`src/rtl/exec_stim_gen_if.sv`:
```
// Handshake/stimulus bundle between the EXEC-side stimulus engine and its driver.
// The master side drives the controls; the slave side (the engine) drives stall/PC and status.
interface exec_stim_gen_if #(
  parameter int ADDR_WIDTH  = 12,
  parameter int DELAY_WIDTH = 4,
  parameter int LFSR_WIDTH  = 16
);
  logic                   start;
  logic                   hold;
  logic                   load_seed;
  logic [LFSR_WIDTH-1:0]  seed;
  logic                   fixed_delay_en;
  logic [DELAY_WIDTH-1:0] fixed_delay;
  logic [ADDR_WIDTH-1:0]  jump_pc;
  logic                   stall;
  logic [ADDR_WIDTH-1:0]  PC_value;
  logic                   busy;
  logic                   done;
  logic [7:0]             step_count;

  modport master (
    output start, hold, load_seed, seed, fixed_delay_en, fixed_delay, jump_pc,
    input  stall, PC_value, busy, done, step_count
  );

  modport slave (
    input  start, hold, load_seed, seed, fixed_delay_en, fixed_delay, jump_pc,
    output stall, PC_value, busy, done, step_count
  );
endinterface

```
`src/rtl/exec_stim_gen.sv`:
```
// Two-phase stall/PC stimulus engine for instruction-decoder validation.
// Each step toggles stall, waits D, bumps PC, waits D; D comes from an LFSR or a fixed value.
module exec_stim_gen #(
  parameter int                    ADDR_WIDTH  = 12,
  parameter int                    DELAY_WIDTH = 4,
  parameter int                    MIN_DELAY   = 2,
  parameter int                    N1          = 10,
  parameter int                    N2          = 5,
  parameter logic [ADDR_WIDTH-1:0] START_PC    = 12'o200,
  parameter int                    LFSR_WIDTH  = 16,
  parameter logic [LFSR_WIDTH-1:0] LFSR_TAPS   = 16'hB400,
  parameter logic [LFSR_WIDTH-1:0] LFSR_SEED   = 16'hACE1
) (
  input  logic             clk,
  input  logic             reset_n,
  exec_stim_gen_if.slave   bus
);

  localparam int CNT_W = $clog2(MIN_DELAY + (1 << DELAY_WIDTH));

  typedef enum logic [2:0] {
    S_IDLE, S_STEP, S_WAIT_A, S_WAIT_B, S_JUMP, S_JUMP_WAIT, S_DONE
  } state_t;

  state_t                  state_q, state_d;
  logic [CNT_W-1:0]        cnt_q, cnt_d;
  logic [CNT_W-1:0]        dly_q, dly_d;
  logic [LFSR_WIDTH-1:0]   lfsr_q, lfsr_d;
  logic                    stall_q, stall_d;
  logic [ADDR_WIDTH-1:0]   pc_q, pc_d;
  logic                    busy_q, busy_d;
  logic                    done_q, done_d;
  logic [7:0]              step_q, step_d;
  logic                    phase_q, phase_d;
  logic                    sample_en;
  logic [CNT_W-1:0]        dly_sample;
  logic [7:0]              n_cur;

  // All-ones raw value folds to zero so the delay range stays 2^W-1 wide.
  function automatic logic [CNT_W-1:0] delay_of(input logic [DELAY_WIDTH-1:0] raw);
    logic [DELAY_WIDTH-1:0] r;
    r = (&raw) ? '0 : raw;
    return CNT_W'(MIN_DELAY) + CNT_W'(r);
  endfunction

  function automatic logic [7:0] sat_inc(input logic [7:0] v);
    return (&v) ? v : v + 8'd1;
  endfunction

  function automatic logic [LFSR_WIDTH-1:0] lfsr_next(input logic [LFSR_WIDTH-1:0] v);
    return (v >> 1) ^ (v[0] ? LFSR_TAPS : '0);
  endfunction

  assign dly_sample = delay_of(bus.fixed_delay_en ? bus.fixed_delay
                                                  : lfsr_q[DELAY_WIDTH-1:0]);
  assign n_cur      = phase_q ? 8'(N2) : 8'(N1);

  always_comb begin
    state_d   = state_q;
    cnt_d     = cnt_q;
    dly_d     = dly_q;
    lfsr_d    = lfsr_q;
    stall_d   = stall_q;
    pc_d      = pc_q;
    busy_d    = busy_q;
    done_d    = done_q;
    step_d    = step_q;
    phase_d   = phase_q;
    sample_en = 1'b0;
    if (!bus.hold) begin
      unique case (state_q)
        S_IDLE: begin
          if (bus.start) begin
            busy_d  = 1'b1;
            state_d = S_STEP;
          end
        end
        S_STEP: begin
          stall_d   = ~stall_q;
          sample_en = 1'b1;
          dly_d     = dly_sample;
          cnt_d     = dly_sample - CNT_W'(1);
          step_d    = sat_inc(step_q);
          state_d   = S_WAIT_A;
        end
        S_WAIT_A: begin
          if (cnt_q == '0) begin
            pc_d    = pc_q + ADDR_WIDTH'(1);
            cnt_d   = dly_q - CNT_W'(1);
            state_d = S_WAIT_B;
          end else begin
            cnt_d = cnt_q - CNT_W'(1);
          end
        end
        S_WAIT_B: begin
          if (cnt_q == '0) begin
            if (step_q < n_cur) begin
              state_d = S_STEP;
            end else if (!phase_q) begin
              state_d = S_JUMP;
            end else begin
              done_d  = 1'b1;
              busy_d  = 1'b0;
              state_d = S_DONE;
            end
          end else begin
            cnt_d = cnt_q - CNT_W'(1);
          end
        end
        S_JUMP: begin
          // The jump gap reuses the last sampled delay rather than drawing a new one.
          stall_d = 1'b0;
          pc_d    = bus.jump_pc;
          cnt_d   = dly_q - CNT_W'(1);
          state_d = S_JUMP_WAIT;
        end
        S_JUMP_WAIT: begin
          if (cnt_q == '0) begin
            stall_d = 1'b1;
            step_d  = 8'd0;
            phase_d = 1'b1;
            state_d = S_STEP;
          end else begin
            cnt_d = cnt_q - CNT_W'(1);
          end
        end
        S_DONE: begin
          if (bus.start) begin
            pc_d    = START_PC;
            stall_d = 1'b1;
            done_d  = 1'b0;
            step_d  = 8'd0;
            phase_d = 1'b0;
            busy_d  = 1'b1;
            state_d = S_STEP;
          end
        end
        default: state_d = S_IDLE;
      endcase
      if (sample_en) lfsr_d = lfsr_next(lfsr_q);
      // A zero seed would lock the LFSR, so it is ignored.
      if (bus.load_seed && (bus.seed != '0)) lfsr_d = bus.seed;
    end
  end

  always_ff @(posedge clk or negedge reset_n) begin
    if (!reset_n) begin
      state_q <= S_IDLE;
      cnt_q   <= '0;
      dly_q   <= CNT_W'(MIN_DELAY);
      lfsr_q  <= LFSR_SEED;
      stall_q <= 1'b1;
      pc_q    <= START_PC;
      busy_q  <= 1'b0;
      done_q  <= 1'b0;
      step_q  <= 8'd0;
      phase_q <= 1'b0;
    end else begin
      state_q <= state_d;
      cnt_q   <= cnt_d;
      dly_q   <= dly_d;
      lfsr_q  <= lfsr_d;
      stall_q <= stall_d;
      pc_q    <= pc_d;
      busy_q  <= busy_d;
      done_q  <= done_d;
      step_q  <= step_d;
      phase_q <= phase_d;
    end
  end

  assign bus.stall      = stall_q;
  assign bus.PC_value   = pc_q;
  assign bus.busy       = busy_q;
  assign bus.done       = done_q;
  assign bus.step_count = step_q;

endmodule

```
`src/flat_wrapper.sv`:
```
// flat-port wrapper written by rule: the top's interface ports become plain ports
module exec_stim_gen_flat 
#(
  parameter int                    ADDR_WIDTH  = 12,
  parameter int                    DELAY_WIDTH = 4,
  parameter int                    MIN_DELAY   = 2,
  parameter int                    N1          = 10,
  parameter int                    N2          = 5,
  parameter logic [ADDR_WIDTH-1:0] START_PC    = 12'o200,
  parameter int                    LFSR_WIDTH  = 16,
  parameter logic [LFSR_WIDTH-1:0] LFSR_TAPS   = 16'hB400,
  parameter logic [LFSR_WIDTH-1:0] LFSR_SEED   = 16'hACE1
)
  (clk, reset_n, bus_start, bus_hold, bus_load_seed, bus_seed, bus_fixed_delay_en, bus_fixed_delay, bus_jump_pc, bus_stall, bus_PC_value, bus_busy, bus_done, bus_step_count);
  exec_stim_gen_if #(.ADDR_WIDTH(ADDR_WIDTH), .DELAY_WIDTH(DELAY_WIDTH), .LFSR_WIDTH(LFSR_WIDTH)) bus_i ();
  input  logic clk;
  input  logic reset_n;
  input wire logic [$bits(bus_i.start)-1:0] bus_start;
  input wire logic [$bits(bus_i.hold)-1:0] bus_hold;
  input wire logic [$bits(bus_i.load_seed)-1:0] bus_load_seed;
  input wire logic [$bits(bus_i.seed)-1:0] bus_seed;
  input wire logic [$bits(bus_i.fixed_delay_en)-1:0] bus_fixed_delay_en;
  input wire logic [$bits(bus_i.fixed_delay)-1:0] bus_fixed_delay;
  input wire logic [$bits(bus_i.jump_pc)-1:0] bus_jump_pc;
  output wire logic [$bits(bus_i.stall)-1:0] bus_stall;
  output wire logic [$bits(bus_i.PC_value)-1:0] bus_PC_value;
  output wire logic [$bits(bus_i.busy)-1:0] bus_busy;
  output wire logic [$bits(bus_i.done)-1:0] bus_done;
  output wire logic [$bits(bus_i.step_count)-1:0] bus_step_count;
  assign bus_i.start = bus_start;
  assign bus_i.hold = bus_hold;
  assign bus_i.load_seed = bus_load_seed;
  assign bus_i.seed = bus_seed;
  assign bus_i.fixed_delay_en = bus_fixed_delay_en;
  assign bus_i.fixed_delay = bus_fixed_delay;
  assign bus_i.jump_pc = bus_jump_pc;
  assign bus_stall = bus_i.stall;
  assign bus_PC_value = bus_i.PC_value;
  assign bus_busy = bus_i.busy;
  assign bus_done = bus_i.done;
  assign bus_step_count = bus_i.step_count;
  exec_stim_gen #(.ADDR_WIDTH(ADDR_WIDTH), .DELAY_WIDTH(DELAY_WIDTH), .MIN_DELAY(MIN_DELAY), .N1(N1), .N2(N2), .START_PC(START_PC), .LFSR_WIDTH(LFSR_WIDTH), .LFSR_TAPS(LFSR_TAPS), .LFSR_SEED(LFSR_SEED)) u_core (.clk(clk), .reset_n(reset_n), .bus(bus_i));
endmodule
```
`config.mk`:
```
export PLATFORM = sky130hd
export DESIGN_NAME = exec_stim_gen_flat
export DESIGN_NICKNAME = d
export VERILOG_FILES = /design/src/rtl/exec_stim_gen_if.sv /design/src/rtl/exec_stim_gen.sv /design/src/flat_wrapper.sv
export SDC_FILE = /design/constraint.sdc
export NUM_CORES = 1
export LEC_CHECK = 0
export CAP_MARGIN = 10
export CORE_ASPECT_RATIO = 0.6
export CORE_MARGIN = 2
export CORE_UTILIZATION = 54
export CTS_BUF_LIST = sky130_fd_sc_hd__clkbuf_16
export DETAILED_ROUTE_END_ITERATION = 7
export GPL_TIMING_DRIVEN = 0
export PLACE_DENSITY = 0.92
export SLEW_MARGIN = 15
export SYNTH_ARGS = -nofsm -noshare
export SYNTH_HDL_FRONTEND = slang
export SYNTH_SLANG_ARGS = --single-unit
```
`constraint.sdc`:
```
create_clock -name clk -period 3.26 [get_ports clk]
set_input_delay 0.326 -clock clk [delete_from_list [all_inputs] [get_ports clk]]
set_output_delay 0.326 -clock clk [all_outputs]
set_load 0.1 [all_outputs]
```
# Yosys cells after proc, flatten, opt, wreduce, memory -nomap -nowiden
# Index checks and enable logic that the tools add are counted.
op_classes:
  add_sub_neg: 6
  order_cmp: 1
  n_eq_ne: 15
  mux: 38
  bitwise: 3
  reduce_logical: 26
op_table:
  columns: ["operator", "n"]
  rows:
  - ["16-bit 2-to-1 mux", 3]
  - ["12-bit case mux with 3 select lines", 1]
  - ["12-bit 2-to-1 mux", 2]
  - ["8-bit 2-to-1 mux", 3]
  - ["8-bit case mux with 3 select lines", 1]
  - ["5-bit case mux with 4 select lines", 1]
  - ["3-bit case mux with 6 select lines", 1]
  - ["4-bit AND reduction", 4]
  - ["16-bit nonzero test", 1]
  - ["15-bit by 16-bit XOR with 16-bit output", 1]
  - ["3-bit 2-to-1 mux", 5]
  - ["5-bit by 1-bit subtractor with 5-bit output, second input constant", 3]
  - ["12-bit by 1-bit adder with 12-bit output, second input constant", 1]
  - ["4-bit 2-to-1 mux", 3]
  - ["6-bit AND reduction", 2]
  - ["1-bit 2-to-1 mux", 11]
  - ["5-bit 2-to-1 mux", 2]
  - ["2-bit by 1-bit != test with 1-bit output, second input constant", 5]
  - ["5-bit AND reduction", 2]
  - ["3-bit == test, second input constant", 3]
  - ["8-bit by 1-bit adder with 8-bit output, second input constant", 1]
  - ["8-bit < comparator", 1]
  - ["2-bit != test, second input constant", 4]
  - ["8-bit AND reduction", 1]
  - ["16 further kinds", 27]
totals:
  reg_bits: 53
  in_bits: 38
  out_inout_bits: 23
  wordCells: 99

# Logic depth before layout (Yosys ltp)
logic_depth:
  ltp_word: 6
  ltp_mapped: 13
  mapped_depth_nobuf: 12

# Least setup slack after synthesis
# No wires, ideal clock.
synth_timing:
  path_kind: "register -> register"
  start: "reg u_core.lfsr_q[0]"
  end: "reg u_core.cnt_q[4]"
  setup_ps: 124
  t_arrival_ps: 2830
  required_ps: 3136
  setup_slack_ps: 306
  path_stages_with_launch: 12
  n_path_buf: 1
  period_less_slack_ps: 2954
  cell_sequence: "dfstp_2 -> clkbuf_1 -> mux2i_1 -> inv_1 -> ha_1 -> a21boi_0 -> nor2b_1 -> ha_1 -> or3b_2 -> mux2i_1 -> xnor2_1 -> a211o_1"
synth_via:
  elab_chain_len: 6
synth_rtl:
  columns: ["element", "line_no", "source"]
  rows:
  - ["from (decl)", "exec_stim_gen.sv:28", "logic [LFSR_WIDTH-1:0] lfsr_q, lfsr_d;"]
  - ["from (signal assigned)", "exec_stim_gen.sv:162", "lfsr_q <= lfsr_d;"]
  - ["4-bit 2-to-1 mux *", "exec_stim_gen.sv:54", "assign dly_sample = delay_of(bus.fixed_delay_en ? bus.fixed_delay"]
  - ["4-bit AND reduction", "exec_stim_gen.sv:42", "r = (&raw) ? '0 : raw;"]
  - ["4-bit 2-to-1 mux *", "exec_stim_gen.sv:42", null]
  - ["2-bit by 4-bit adder with 5-bit output *", "exec_stim_gen.sv:43", "return CNT_W'(MIN_DELAY) + CNT_W'(r);"]
  - ["via u_core.dly_sample[2]", "exec_stim_gen.sv:36", "logic [CNT_W-1:0] dly_sample;"]
  - ["5-bit by 1-bit subtractor with 5-bit output *", "exec_stim_gen.sv:82", "cnt_d = dly_sample - CNT_W'(1);"]
  - ["5-bit case mux with 4 select lines *", "exec_stim_gen.sv:71", "unique case (state_q)"]
  - ["to (signal assigned)", "exec_stim_gen.sv:160", "cnt_q <= cnt_d;"]
  - ["to (decl)", "exec_stim_gen.sv:26", "logic [CNT_W-1:0] cnt_q, cnt_d;"]
# The timed path passes the listed nets; every way through them passes the cells marked *.
# A chain may end at the register's enable or synchronous reset.

# Worst setup path in the final report
# Same ends and word-level chain as after synthesis.

==> results.md <==
| Item | Value | Unit |
| --- | --- | --- |
| Run status | completed | - |
| Die ar. | 0.00717 | mm² |
| Initial antenna violation count | 0 | - |
| Actual slew at the worst max-slew pin | 1.16 | ns |
| Synthesized net count | 472 | - |
| Tightest Hold Check Type | in2async | - |
| Post-Route Skew | 0.00885 | ns |
| Worst EP required | 3.45 | ns |
| Worst IR drop on VDD | 0.000568 | V |
| Post-DP HPWL | 7430 | µm |
| Nature of the critical path endpoint | flip-flop | - |
| DRC violation total after the first TritonRoute iteration | 509 | - |
| Time the final worst path needs with I/O delays and setup | 3.11 | ns |
| Routed via count divided by cell count | 6.57 | - |
| Number of violations of the max-capacitance limit | 0 | - |
| Hold-fix buffers, CTS | 0 | - |
| Cell area after technology mapping | 0.00350 | mm² |
| Fraction of registers with async set/reset | 1.00 | - |
| Slew Viols, Final | 0 | - |
| DIE HEIGHT | 66.4 | µm |
| Syn. warnings | 0 | - |
| Clock input transition at the sequential cells of the worst setup and hold paths | 0.08 | ns |
| Setup violations, final | 0 | - |
| Port Buf Inserts | 60 | - |
| Avg Cell Area, Syn | 8.28 | µm² |
| DR pass1 iterations | 6 | - |
| CTS Sinks | 53 | - |
| Antenna cells | 0 | - |
| # Post-CTS Setup Buffers | 0 | - |
| Most instantiated flip-flop cell in the synthesis netlist | sky130_fd_sc_hd__dfrtp_1 | - |
| Effective utilization at floorplan | 0.566 | - |
| Count of pins on the block boundary | 61 | - |
| Core area | 0.00619 | mm² |
| Number of global-route vias before repair | 3449 | - |
| Kind of critical path | reg2reg | - |
| Clock insertion delay at the later pin of the skew report | 0.30 | ns |
| Number of vias after detailed routing | 3772 | - |
| Global routing usage summed across all routing layers | 0.297 | - |
| GP Congestion | 0.980 | - |
| Commonest non-fill, non-tap cell in the layout | sky130_fd_sc_hd__clkdlybuf4s50_1 | - |
| Library cells used by synthesis | 63 | - |
| Net count of the finished layout | 538 | - |
| Final hold vios | 0 | - |
| Final Routed Wirelength | 10200 | µm |
| Data arrival time of the critical path | 3.30 | ns |
| Flop and latch count out of synthesis | 53 | - |
| Average wire length per cell after detail routing | 17.7 | µm |
| CTS Buf Count | 5 | - |
| Power Dens Cells | 1010 | mW/mm² |
| Number of nets with antenna violations after detailed routing | 0 | - |
| Number of core rows | 22 | - |
| Fmax | 0.321 | GHz |
| Global-route wire length before repair | 16600 | µm |
| Largest driver fanout on the critical path | 5 | - |
| Largest buffer count on any clock path | 2 | - |
| Cell area after placement | 0.00422 | mm² |
| Static leakage | 0.00171 | µW |
| Fill count | 494 | - |
| Total number of H-tree levels | 2 | - |
| Footprint of the flip-flops and latches | 0.00134 | mm² |
| Congestion Overflow GR | 0 | - |
| Final Total Pwr | 4400 | µW |
| RSZ-0062 raised after global routing | no | - |
| EDFF count, synth | 0 | - |
| Final design instance area without fill | 0.00437 | mm² |
| Final core occ | 0.705 | - |
| Commonest non-fill, non-tap cells in the layout | sky130_fd_sc_hd__clkdlybuf4s50_1 (58), sky130_fd_sc_hd__nor2_1 (54), sky130_fd_sc_hd__dfrtp_1 (42) | - |
| Area growth from synthesis to layout | 24.7 | % |
| Cells after synthesis | 423 | - |
| Area of the multi-input gates | 0.00200 | mm² |
| CTS tree | yes | - |
| Drc violations | 0 | - |
| Fraction of the yosys area taken by sequential cells | 0.383 | - |
| Maximum number of pins on one net before global-route repair | 29 | - |
| Post-route clock period utilization | 0.955 | - |
| Worst slew margin | 0.221 | - |
| Share of final-layout standard cells stronger than drive strength 1 | 0.0633 | - |
| Die X | 108 | µm |
| Number of cells upsized or downsized after cts | 2 | - |
| Hold Worst Slack | 0.0491 | ns |
| Startpoint type of the worst setup path | flip-flop | - |
| Root Driver | sky130_fd_sc_hd__clkbuf_16 | - |
## final timing paths
kind | start | endpoint | slack [ns] | cells past startpoint
max in group asynchronous | reset_n | u_core.dly_q[1]$_DFFE_PN1P_ | 2.56 | 2
min reg2reg | u_core.dly_q[1]$_DFFE_PN1P_ | u_core.dly_q[1]$_DFFE_PN1P_ | 0.50 | 2
min | reset_n | u_core.bus.step_count[3]$_DFFE_PN0P_ | 0.05 | 1
min in group clk | u_core.dly_q[1]$_DFFE_PN1P_ | u_core.dly_q[1]$_DFFE_PN1P_ | 0.50 | 2
max | u_core.lfsr_q[0]$_DFFE_PN1P_ | u_core.cnt_q[4]$_DFFE_PN0P_ | 0.15 | 10
max reg2reg | u_core.lfsr_q[0]$_DFFE_PN1P_ | u_core.cnt_q[4]$_DFFE_PN0P_ | 0.15 | 10
## registers in the layout, indices dropped and copies added, names as in the netlist
signal / count
u_core.bus.step_count: 8
u_core.lfsr_q: 16
u_core.bus.busy: 1
u_core.bus.PC_value: 12
u_core.dly_q: 5
u_core.state_q: 3
u_core.bus.stall: 1
u_core.phase_q: 1
u_core.cnt_q: 5
u_core.bus.done: 1
## critical path: stages (launching register included)
cell and delay [ns]:
sky130_fd_sc_hd__dfstp_2 0.62, sky130_fd_sc_hd__mux2i_1 0.12, sky130_fd_sc_hd__inv_1 0.14, sky130_fd_sc_hd__ha_1 0.27, sky130_fd_sc_hd__a21boi_1 0.29, sky130_fd_sc_hd__nor2b_1 0.13
sky130_fd_sc_hd__ha_1 0.37, sky130_fd_sc_hd__or3b_2 0.46, sky130_fd_sc_hd__mux2i_1 0.20, sky130_fd_sc_hd__xnor2_1 0.10, sky130_fd_sc_hd__a211o_1 0.29
## layout make-up
cell class / count / share of cell area
inverter: 15 / 0.0129
buffer: 23 / 0.0218
sequential: 53 / 0.307
multi-input combinational: 330 / 0.459
timing repair buffer: 61 / 0.141
tap: 84 / 0.0241
clock buffer: 5 / 0.0286
clock inverter: 3 / 0.00659
## cell usage after synthesis (2+ instances only)
master | number | area [µm²]
sky130_fd_sc_hd__o2bb2ai_1 | 2 | 17.5
sky130_fd_sc_hd__a211o_1 | 2 | 17.5
sky130_fd_sc_hd__mux2i_1 | 6 | 60.1
sky130_fd_sc_hd__o22a_1 | 2 | 17.5
sky130_fd_sc_hd__o221ai_1 | 2 | 17.5
sky130_fd_sc_hd__xor2_1 | 4 | 35.0
sky130_fd_sc_hd__o211ai_1 | 2 | 15.0
sky130_fd_sc_hd__a2bb2oi_1 | 2 | 17.5
sky130_fd_sc_hd__nor2b_1 | 6 | 37.5
sky130_fd_sc_hd__o22ai_1 | 5 | 31.3
sky130_fd_sc_hd__xnor2_1 | 9 | 78.8
sky130_fd_sc_hd__a22o_1 | 2 | 17.5
sky130_fd_sc_hd__nand3b_1 | 4 | 30.0
sky130_fd_sc_hd__and2_1 | 3 | 18.8
sky130_fd_sc_hd__nand4_1 | 3 | 18.8
sky130_fd_sc_hd__or3_1 | 4 | 25.0
sky130_fd_sc_hd__nand2_1 | 40 | 150
sky130_fd_sc_hd__a21o_1 | 4 | 30.0
sky130_fd_sc_hd__and3_1 | 4 | 25.0
sky130_fd_sc_hd__dfstp_2 | 11 | 289
sky130_fd_sc_hd__o31ai_1 | 6 | 45.0
sky130_fd_sc_hd__nor2_1 | 54 | 203
sky130_fd_sc_hd__a21oi_1 | 22 | 110
sky130_fd_sc_hd__a31oi_1 | 9 | 56.3
sky130_fd_sc_hd__ha_1 | 11 | 138
sky130_fd_sc_hd__inv_1 | 14 | 52.6
sky130_fd_sc_hd__o21ai_0 | 30 | 150
sky130_fd_sc_hd__nand2b_1 | 6 | 37.5
sky130_fd_sc_hd__a221oi_1 | 5 | 43.8
sky130_fd_sc_hd__nor3_1 | 22 | 110
sky130_fd_sc_hd__clkbuf_1 | 22 | 82.6
sky130_fd_sc_hd__nand3_1 | 16 | 80.1
sky130_fd_sc_hd__a211oi_1 | 13 | 97.6
sky130_fd_sc_hd__dfrtp_1 | 42 | 1050
sky130_fd_sc_hd__nor4_1 | 4 | 25.0
sky130_fd_sc_hd__a32oi_1 | 3 | 26.3
## kinds of logic (layout without fill, tap and decap cells)
family | count (synthesis) | in the layout | share of synthesized area
and+or+nand+nor | 173 | 173 | 0.237
DFF | 53 | 53 | 0.383
adders and majority gates | 11 | 11 | 0.0393
buffers and inverters | 40 | 107 | 0.0454
AOI/OAI and AO/OA | 127 | 127 | 0.246
muxes | 6 | 6 | 0.0171
xor gates and xnor gates | 13 | 13 | 0.0325
## metrics by stage
stage | std cells | TNS, ns | worst slack, ns
after global placement | 567 | -0.383 | -0.358
after floorplan | 423 | 0 | 0.306
after detailed placement | 568 | -0.615 | -0.437
after global routing | 574 | 0 | 0.00968
final | 574 | 0 | 0.146
after CTS | 574 | 0 | 0.188
## power breakdown
group          leakage (µW)  total [µW]  internal (µW)  switching [µW]
sequential         0.000628        1230            953             281
combinational       0.00101        2590            818            1780
clock             0.0000763         570            295             275
total               0.00171        4400           2070            2330
## per-layer routing
| metal | vias to the layer above | global-route usage | wire length [µm] |
|---|---|---|---|
| li1 | 1688 | - | - |
| met1 | 1793 | 0.417 | 4420 |
| met2 | 256 | 0.457 | 4440 |
| met3 | 35 | 0.0640 | 1100 |
| met4 | 0 | 0.0946 | 210 |
| met5 | - | 0 | 0 |
Note: power is estimated with default switching activity, not from simulation.
